### config.mk
export PLATFORM = sky130hd
export DESIGN_NAME = exposure_controller_flat
export DESIGN_NICKNAME = d
export VERILOG_FILES = /design/src/rtl/exposure_controller_if.sv /design/src/rtl/exposure_controller.sv /design/src/flat_wrapper.sv
export SDC_FILE = /design/constraint.sdc
export NUM_CORES = 1
export LEC_CHECK = 0
export CORE_MARGIN = 2
export CORE_UTILIZATION = 58
export DETAILED_ROUTE_END_ITERATION = 10
export PLACE_DENSITY = 0.79
export SLEW_MARGIN = 25
export SYNTH_ARGS = -nofsm -noshare
export SYNTH_HDL_FRONTEND = slang
export SYNTH_SLANG_ARGS = --single-unit
### constraint.sdc
create_clock -name clk -period 3.77 [get_ports clk]
set_input_delay 1.131 -clock clk [delete_from_list [all_inputs] [get_ports clk]]
set_output_delay 1.131 -clock clk [all_outputs]
set_load 0.02 [all_outputs]
### src/rtl/exposure_controller_if.sv
// Signal bundle between an exposure controller and its host: frame/exposure
// commands in one direction, pixel-array timing strobes and status in the other.
interface exposure_controller_if #(
  parameter int NUM_ROWS = 2,
  parameter int EXP_W    = 5
);
  logic                init;
  logic                continuous;
  logic                increase;
  logic                decrease;
  logic                erase;
  logic                expose;
  logic [NUM_ROWS-1:0] NRE;
  logic                ADC;
  logic                frame_done;
  logic                busy;
  logic [EXP_W-1:0]    exp_time;

  modport master (
    output init, continuous, increase, decrease,
    input  erase, expose, NRE, ADC, frame_done, busy, exp_time
  );

  modport slave (
    input  init, continuous, increase, decrease,
    output erase, expose, NRE, ADC, frame_done, busy, exp_time
  );
endinterface

### src/rtl/exposure_controller.sv
// Image-sensor exposure sequencer: IDLE (erase) -> EXPOSURE (exp_time cycles)
// -> READOUT (3 cycles per row, ADC strobe mid-row). Moore, registered outputs.
module exposure_controller #(
  parameter int NUM_ROWS = 2,
  parameter int EXP_W    = 5,
  parameter int EXP_MIN  = 2,
  parameter int EXP_MAX  = 30,
  parameter int EXP_INIT = 2
) (
  input  logic                 clk,
  input  logic                 reset,
  exposure_controller_if.slave bus
);

  localparam int CNT_W = (EXP_MAX > 1) ? $clog2(EXP_MAX) : 1;
  localparam int ROW_W = (NUM_ROWS > 1) ? $clog2(NUM_ROWS) : 1;

  typedef enum logic [1:0] {IDLE, EXPOSURE, READOUT} state_t;

  state_t           state, state_n;
  logic [CNT_W-1:0] exp_cnt, exp_cnt_n;
  logic [ROW_W-1:0] row, row_n;
  logic [1:0]       phase, phase_n;
  logic [EXP_W-1:0] exp_time_n;
  logic             start;

  function automatic logic [EXP_W-1:0] adjust_exp(input logic [EXP_W-1:0] t,
                                                   input logic inc,
                                                   input logic dec);
    adjust_exp = t;
    if (inc && !dec && (t < EXP_W'(EXP_MAX)))
      adjust_exp = t + EXP_W'(1);
    else if (dec && !inc && (t > EXP_W'(EXP_MIN)))
      adjust_exp = t - EXP_W'(1);
  endfunction

  function automatic logic [NUM_ROWS-1:0] nre_decode(input logic rd,
                                                     input logic [ROW_W-1:0] r);
    nre_decode = '1;
    if (rd) nre_decode[r] = 1'b0;
  endfunction

  // exp_time cannot change outside IDLE, so it already holds the value latched at entry
  always_comb begin
    state_n    = state;
    exp_cnt_n  = exp_cnt;
    row_n      = row;
    phase_n    = phase;
    exp_time_n = bus.exp_time;
    start      = bus.init | bus.continuous;
    case (state)
      IDLE: begin
        if (start) begin
          state_n   = EXPOSURE;
          exp_cnt_n = '0;
        end else begin
          exp_time_n = adjust_exp(bus.exp_time, bus.increase, bus.decrease);
        end
      end
      EXPOSURE: begin
        if (EXP_W'(exp_cnt) == (bus.exp_time - EXP_W'(1))) begin
          state_n = READOUT;
          row_n   = '0;
          phase_n = 2'd0;
        end else begin
          exp_cnt_n = exp_cnt + CNT_W'(1);
        end
      end
      READOUT: begin
        if (phase == 2'd2) begin
          phase_n = 2'd0;
          if (row == ROW_W'(NUM_ROWS - 1)) state_n = IDLE;
          else                             row_n   = row + ROW_W'(1);
        end else begin
          phase_n = phase + 2'd1;
        end
      end
      default: state_n = IDLE;
    endcase
  end

  // outputs are registered from the decoded next state, so they line up with state
  always_ff @(posedge clk or posedge reset) begin
    if (reset) begin
      state          <= IDLE;
      exp_cnt        <= '0;
      row            <= '0;
      phase          <= 2'd0;
      bus.exp_time   <= EXP_W'(EXP_INIT);
      bus.erase      <= 1'b1;
      bus.expose     <= 1'b0;
      bus.NRE        <= '1;
      bus.ADC        <= 1'b0;
      bus.frame_done <= 1'b0;
      bus.busy       <= 1'b0;
    end else begin
      state          <= state_n;
      exp_cnt        <= exp_cnt_n;
      row            <= row_n;
      phase          <= phase_n;
      bus.exp_time   <= exp_time_n;
      bus.erase      <= (state_n == IDLE);
      bus.expose     <= (state_n == EXPOSURE);
      bus.busy       <= (state_n != IDLE);
      bus.NRE        <= nre_decode(state_n == READOUT, row_n);
      bus.ADC        <= (state_n == READOUT) && (phase_n == 2'd1);
      bus.frame_done <= (state_n == READOUT) && (phase_n == 2'd2) &&
                        (row_n == ROW_W'(NUM_ROWS - 1));
    end
  end

endmodule

### src/flat_wrapper.sv
// flat-port wrapper written by rule: the top's interface ports become plain ports
module exposure_controller_flat 
#(
  parameter int NUM_ROWS = 2,
  parameter int EXP_W    = 5,
  parameter int EXP_MIN  = 2,
  parameter int EXP_MAX  = 30,
  parameter int EXP_INIT = 2
)
  (clk, reset, bus_init, bus_continuous, bus_increase, bus_decrease, bus_erase, bus_expose, bus_NRE, bus_ADC, bus_frame_done, bus_busy, bus_exp_time);
  exposure_controller_if #(.NUM_ROWS(NUM_ROWS), .EXP_W(EXP_W)) bus_i ();
  input  logic clk;
  input  logic reset;
  input wire logic [$bits(bus_i.init)-1:0] bus_init;
  input wire logic [$bits(bus_i.continuous)-1:0] bus_continuous;
  input wire logic [$bits(bus_i.increase)-1:0] bus_increase;
  input wire logic [$bits(bus_i.decrease)-1:0] bus_decrease;
  output wire logic [$bits(bus_i.erase)-1:0] bus_erase;
  output wire logic [$bits(bus_i.expose)-1:0] bus_expose;
  output wire logic [$bits(bus_i.NRE)-1:0] bus_NRE;
  output wire logic [$bits(bus_i.ADC)-1:0] bus_ADC;
  output wire logic [$bits(bus_i.frame_done)-1:0] bus_frame_done;
  output wire logic [$bits(bus_i.busy)-1:0] bus_busy;
  output wire logic [$bits(bus_i.exp_time)-1:0] bus_exp_time;
  assign bus_i.init = bus_init;
  assign bus_i.continuous = bus_continuous;
  assign bus_i.increase = bus_increase;
  assign bus_i.decrease = bus_decrease;
  assign bus_erase = bus_i.erase;
  assign bus_expose = bus_i.expose;
  assign bus_NRE = bus_i.NRE;
  assign bus_ADC = bus_i.ADC;
  assign bus_frame_done = bus_i.frame_done;
  assign bus_busy = bus_i.busy;
  assign bus_exp_time = bus_i.exp_time;
  exposure_controller #(.NUM_ROWS(NUM_ROWS), .EXP_W(EXP_W), .EXP_MIN(EXP_MIN), .EXP_MAX(EXP_MAX), .EXP_INIT(EXP_INIT)) u_core (.clk(clk), .reset(reset), .bus(bus_i));
endmodule
==> summary.md, run 1 <==
| Metric | Value |
|---|---|
| Worst relative slew slack | 0.322 |
| First-pass GRT wire length | 4550 um |
| Final number of hold-violating endpoints | 0 |
| Unique masters post-synth | 49 |
| Crit path cell chain | clkdlybuf4s50_1 |
| Post-Syn Instances | about 140 |
| Max clock buf depth | 2 |
| Crit path to | bus_exp_time[2] |
| CTS Sinks | 22 |
| Vias in the first global route | 1014 |
| Fin Hold WS | 0.578 ns |
| R2R Path End | u_core.bus.frame_done$_DFF_PP0_ |
| Post-CTS setup buffers | 0 |
| Mean Syn Cell Area | 10.2 um^2 |
| Grt peak-use layer | met2 |
| Largest area contributor in the netlist | dfrtp_1 |
| P_leak | 0.701 nW |
| Slew Viols, Final | 0 |
| Crit. End Element | output port |
| Reg2reg start | u_core.bus.exp_time[1]$_DFFE_PP1P_ |
| Clk_skew | 0.00420 ns |
| Root Buffer | clkbuf_4 |
| Clock-pin slew on the worst setup and hold paths | 0.12 ns |
| Pwr/cell area | roughly 800 nW/um^2 |
| Final min period | between 2 and 3 ns |
| Total Wirelength | 2760 um |
| CP top delay family | buffers and inverters |
| Port-buffer cells | 17 |
| Max Cap Viol | 0 |
| Met2 Track Usage GR | 0.368 |
| Routed vias/inst | roughly 6 |
| DR vias | 1094 |
| Crit path from | u_core.bus.exp_time[2]$_DFFE_PP0P_ |
| Pre-CTS setup slack | 0.961 ns |
| Antenna violations before repair | 0 |
| Status | completed |
| WP data required | 2.64 ns |
| WL per Instance | roughly 15 um |
| Initial DRC Count | 16 |
| Synth top area share | 0.321 |
| Core area | 2250 um^2 |
| Worst VDD drop | approximately 0.00052 V |
| R2r setup slk | approximately 1.1 ns |
| Sequential area share after synthesis | 0.395 |
| CP peak stage delay | 0.68 ns |
| Total CTS buffers | 3 |
| Max frequency | 370 MHz |
| Tcrit/Tclk final | 0.716 |
| Drt pass-1 iters | 4 |
| Fill count | 190 |
| Post-Syn Nets | 151 |
| Hold Path Depth | 2 |
| Post-synth EDFFs | 0 |
| Die extent in y | 53.2 um |
| Area post-placement | about 1600 um^2 |
| CTS H-tree lvls | 1 |
| GPL Wtd Cong | between 0.8 and 0.9 |
| Remaining antenna violation count | 0 |
| Chip width | about 53 um |
| Worst setup SP type | register |
| Slowest library cell on the worst path | clkdlybuf4s50_1 |
| Worst Hold Class | register to register |
| Post-CTS Resized | 0 |
| # rows | 17 |
| Syn. warnings | 0 |
| Syn Std Cell Area | 1410 um^2 |
| Final setup margin | 1.07 ns |
| Synthesis-to-finish area growth | 13.7% |
| Worst Path Max Fanout | 12 |
| Hold-fix buffers, CTS | 0 |
| Critical path class | register to output port |
| Global route overflow | 0 |
| Final nets | 168 |
| Total track usage | 0.223 |
| Die area | 2830 um^2 |
| Worst path buffer plus inverter count | 1 |
| Cell area after layout | 1600 um^2 |
| Met1 GRT Util | 0.299 |
| Synth async-reset ratio | 1.00 |
| Synthesized flop and latch total | 22 |
| Remaining DRCs | 0 |
| Initial core utilization | 0.623 |
| Antenna diodes | 0 |
| Post-DP HPWL | roughly 2100 um |
| R2R cell count | 7 |
| Worst EP arrival | around 1.6 ns |
| Grt met3 use | 0.0339 |
| Crit. path cell count | 1 |
| Worst slew pin tran | 1.02 ns |
| Pin count of the biggest net entering global routing | 23 |
| RSZ-0062 raised after global routing | false |
| Most used DFF post-synth | dfrtp_1 |
| Layout cells sized above 1 | 0.130 |
| Clock latency on the worst-skew pair | 0.30 ns |
| Synth area leaders | dfrtp_1, dfstp_2, ha_1, xor2_1, buf_6 |
| Boundary pin count | 18 |
| Setup TNS | 0 ns |
| Endpoints failing setup | 0 |
| CTS tree | done |
## through the flow
| stage | power (mW) | std cells | utilization |
|---|---|---|---|
| global placement | 1.12 | 178 | 0.693 |
| CTS | 1.28 | 182 | 0.709 |
| finish | 1.28 | 182 | 0.709 |
| global route | 1.37 | 182 | 0.709 |
| floorplan | 0.972 | 138 | - |
| detailed placement | 1.15 | 178 | 0.693 |
## Yosys cell counts, drive strengths merged, types with 3 or more instances
cell / n
buf: 4
and4: 3
dfstp: 4
ha: 7
xor2: 7
nand2: 12
xnor2: 4
o21ai: 8
nand4: 4
nor3b: 3
a21oi: 7
or2b: 3
nand3b: 3
nor2b: 3
inv: 7
nor2: 8
o211a: 3
dfrtp: 18
## worst min-delay path by stage
stage | slack, ns | from | to
2_1_floorplan | 0.51 | u_core.exp_cnt[1]$_DFFE_PP0P_ | u_core.exp_cnt[1]$_DFFE_PP0P_
3_3_place_gp | 0.53 | u_core.bus.exp_time[1]$_DFFE_PP1P_ | u_core.bus.exp_time[1]$_DFFE_PP1P_
3_5_place_dp | 0.55 | u_core.exp_cnt[1]$_DFFE_PP0P_ | u_core.exp_cnt[1]$_DFFE_PP0P_
4_1_cts | 0.57 | u_core.bus.exp_time[1]$_DFFE_PP1P_ | u_core.bus.exp_time[1]$_DFFE_PP1P_
5_1_grt | 0.59 | u_core.bus.exp_time[1]$_DFFE_PP1P_ | u_core.bus.exp_time[1]$_DFFE_PP1P_
6_report | 0.58 | u_core.bus.exp_time[1]$_DFFE_PP1P_ | u_core.bus.exp_time[1]$_DFFE_PP1P_
## sequential cells by signal, indices dropped and copies added, names as in the netlist
name and cells:
u_core.bus.expose 1, u_core.bus.busy 1, u_core.bus.NRE 2, u_core.row 1, u_core.bus.erase 1, u_core.bus.exp_time 5
u_core.exp_cnt 5, u_core.bus.ADC 1, u_core.state 2, u_core.phase 2, u_core.bus.frame_done 1
## report_power, final
part	leakage, nW	switching, mW	total [mW]	internal [mW]
Sequential	0.277	0.120	0.450	0.329
Clock	0.0210	0.0706	0.130	0.0589
Combinational	0.403	0.370	0.698	0.328
Total	0.701	0.561	1.28	0.716
## cells in the final DEF, fill, tap and decap left out, drive strengths merged, types with 2 or more instances in the layout
cell type       n
nor2            8
clkdlybuf4s50  17
dfrtp          18
a211o           2
and4            3
nor3            2
xor2            7
inv             7
dfstp           4
nor2b           3
nor3b           3
xnor2           4
a21oi           7
o211a           3
o21a            2
nand4           4
ha              7
nand2          12
nand3b          3
o22a            2
a21boi          2
or2b            3
a31o            2
o21ai           8
clkbuf          4
## metal layers
| metal | part of all wire | wire, um |
|---|---|---|
| met2 | 0.51 | 1400 |
| met5 | 0 | 0 |
| met1 | 0.44 | 1220 |
| met3 | 0.041 | 114 |
| met4 | 0.0098 | 27 |
## logic make-up (layout without fill, tap and decap cells)
family / Yosys count / count (layout) / synth area share
and+or+nand+nor: 47 / 47 / 0.212
AOI/OAI and AO/OA: 38 / 38 / 0.198
DFF: 22 / 22 / 0.395
buffers and inverters: 12 / 28 / 0.0534
xor gates and xnor gates: 11 / 11 / 0.0686
adders and majority gates: 7 / 7 / 0.0623
muxes: 1 / 1 / 0.0107
## cell type report
| class | instances | area [um^2] | area share |
|---|---|---|---|
| multi-input combinational | 104 | 774 | 0.485 |
| sequential | 22 | 556 | 0.348 |
| timing repair buffer | 17 | 170 | 0.106 |
| clock buffer | 4 | 36.3 | 0.0227 |
| tap | 28 | 35.0 | 0.0219 |
| inverter | 7 | 26.3 | 0.0164 |
(Power assumes the default switching activity.)
==> run 2, diff against run 1 <==
--- a/config.mk
+++ b/config.mk
@@ -6,9 +6,9 @@
 export NUM_CORES = 1
 export LEC_CHECK = 0
 export CORE_MARGIN = 2
-export CORE_UTILIZATION = 58
+export CORE_UTILIZATION = 54
 export DETAILED_ROUTE_END_ITERATION = 10
-export PLACE_DENSITY = 0.79
+export PLACE_DENSITY = 0.74
 export SLEW_MARGIN = 25
 export SYNTH_ARGS = -nofsm -noshare
 export SYNTH_HDL_FRONTEND = slang
==> constraint.sdc (replaced) <==
create_clock -name clk -period 2.8 [get_ports clk]
set_input_delay 0.84 -clock clk [delete_from_list [all_inputs] [get_ports clk]]
set_output_delay 0.84 -clock clk [all_outputs]
set_load 0.02 [all_outputs]
==> run 2 against run 1 <==
Largest power group unchanged. Sequential power is 35% higher. Combinational power is 34% higher. Cell count is 1.6% higher. Largest cell class unchanged. Clock-buffer cell count is 1 lower. Critical path type unchanged. Critical endpoint unchanged. Core utilization is 6.2 points lower. Non-clock buffer count is 2 higher.
==> summary.md, run 2 (synthesis gave the netlist of run 1 again) <==
| Metric | Value |
|---|---|
| Status | completed |
| Max clock buf depth | 2 |
| Hold Path Depth | 2 |
| First-pass GRT wire length | 4710 um |
| Clock Power Share | 0.083 |
| Post-CTS setup buffers | 0 |
| Sw Share | 0.441 |
| Synthesis-to-finish area growth | 14.0% |
| Antenna diodes | 0 |
| Reg2reg start | u_core.bus.exp_time[1]$_DFFE_PP1P_ |
| Flop pwr share | 0.361 |
| Post-CTS Resized | 0 |
| Routed vias/inst | 5.91 |
| DR vias | roughly 1100 |
| Clock-pin slew on the worst setup and hold paths | about 0.12 ns |
| GPL Wtd Cong | 0.823 |
| Vias in the first global route | 1051 |
| Global route overflow | 0 |
| CP peak stage delay | between 0.6 and 0.7 ns |
| Worst path buffer plus inverter count | 1 |
| Initial core utilization | 0.567 |
| Min-delay src | u_core.bus.exp_time[1]$_DFFE_PP1P_ |
| Antenna violations before repair | 0 |
| Max Cap Viol | 0 |
| Core area | 2480 um^2 |
| RSZ-0062 raised after global routing | false |
| Endpoints failing setup | 0 |
| Final number of hold-violating endpoints | 0 |
| CTS tree | done |
| R2r setup slk | 0.49 ns |
| R2R cell count | 8 |
| Layout cells sized above 1 | 0.135 |
| Slowest library cell on the worst path | clkdlybuf4s50_1 |
| Clock latency on the worst-skew pair | 0.30 ns |
| Final min period | ~2.4 ns |
| Worst setup SP type | register |
| WL per Instance | 15.1 um |
| Hold-fix buffers, CTS | 0 |
| Worst slew pin tran | around 0.51 ns |
| Remaining antenna violation count | 0 |
| Clk_skew | 0.00681 ns |
| NetSw | ~0.74 mW |
| Chip width | 55.0 um |
| Port-buffer cells | 17 |
| Int Pwr | 0.941 mW |
| Pin count of the biggest net entering global routing | 23 |
| CP top delay family | buffers and inverters |
| Most common cell after layout, fill and taps aside | dfrtp_1 |
| Crit path cell chain | clkdlybuf4s50_1 |
| WP data required | 1.96 ns |
| Total Wirelength | between 2000 and 3000 um |
| Pre-CTS setup slack | 0.292 ns |
| R2R Path End | u_core.bus.ADC$_DFF_PP0_ |
| # rows | 18 |
| Logic pwr share | 0.557 |
| Die extent in y | around 55 um |
| Final setup margin | 0.406 ns |
| P_leak | 0.703 nW |
| Boundary pin count | 18 |
| Crit. End Element | output port |
| Slew Viols, Final | 0 |
| Worst EP arrival | roughly 1.6 ns |
| Die area | 3030 um^2 |
| Biggest regs | u_core.bus.exp_time (5), u_core.exp_cnt (5) |
| Worst VDD drop | 0.000738 V |
| Setup TNS | 0 ns |
| Drt pass-1 iters | 4 |
| Final nets | 170 |
| Worst Path Max Fanout | 12 |
| Worst relative slew slack | 0.659 |
| Max frequency | ~420 MHz |
| Post-DP HPWL | 2060 um |
| Fill count | 213 |
| Initial DRC Count | 17 |
| Most frequent cells in the layout | dfrtp_1, clkdlybuf4s50_1, nand2_1, nor2_1 |
| Pwr/cell area | roughly 1100 nW/um^2 |
| CTS H-tree lvls | 1 |
| Total track usage | 0.219 |
| Remaining DRCs | 0 |
| Hold endpoint | u_core.bus.exp_time[1]$_DFFE_PP1P_ |
| Critical path class | register to output port |
| CTS Sinks | 22 |
| Total CTS buffers | 3 |
| Worst Hold Class | register to register |
| Tcrit/Tclk final | 0.855 |
| Root Buffer | clkbuf_4 |
[run 2: cell types whose count changed in the layout (fill, tap and decap cells not counted)]
cell	delta
clkbuf_8	-1
buf_4	+2
[run 2: power groups by stage]
stage	registers, mW	logic [mW]	clock network [mW]
2_1_floorplan	0.627	0.683	0
3_3_place_gp	0.607	0.914	0
3_5_place_dp	0.612	0.936	0
4_1_cts	0.606	0.941	0.144
5_1_grt	0.628	1.04	0.159
6_report	0.607	0.937	0.139
[run 2: per-layer routing]
metal  part of all wire  up-vias  global-route usage
li1                   -      536                   -
met1               0.45      528               0.277
met2               0.49       24               0.363
met3              0.039        6              0.0457
met4              0.021        0              0.0935
met5                  0        -                   0
[run 2: worst max path at each step]
stage / end / slack [ns] / startpoint / depth (start not counted)
3_3_place_gp: u_core.bus.ADC$_DFF_PP0_ / 0.36 / bus_continuous / 5
6_report: bus_exp_time[2] / 0.41 / u_core.bus.exp_time[2]$_DFFE_PP0P_ / 1
4_1_cts: bus_exp_time[2] / 0.40 / u_core.bus.exp_time[2]$_DFFE_PP0P_ / 1
3_5_place_dp: u_core.bus.ADC$_DFF_PP0_ / 0.29 / bus_continuous / 5
2_1_floorplan: u_core.exp_cnt[0]$_DFFE_PP0P_ / 0.68 / u_core.bus.exp_time[1]$_DFFE_PP1P_ / 8
5_1_grt: u_core.bus.frame_done$_DFF_PP0_ / 0.29 / u_core.bus.exp_time[1]$_DFFE_PP1P_ / 8
[run 2: layout make-up]
type,count,area [um^2],area share
clock buffer,3,22.5,0.0141
multi-input combinational,104,774,0.484
inverter,7,26.3,0.0164
timing repair buffer,19,185,0.116
tap,30,37.5,0.0234
sequential,22,556,0.347
[run 2: through the flow]
step	utilization	cells	power, mW	area (um^2)	hold slack [ns]
finish	0.646	185	1.68	1600	0.551
global route	0.646	185	1.83	1600	0.600
CTS	0.646	185	1.69	1600	0.551
detailed placement	0.637	182	1.55	1580	0.535
global placement	0.637	182	1.52	1580	0.537
floorplan	-	138	1.31	1410	0.509
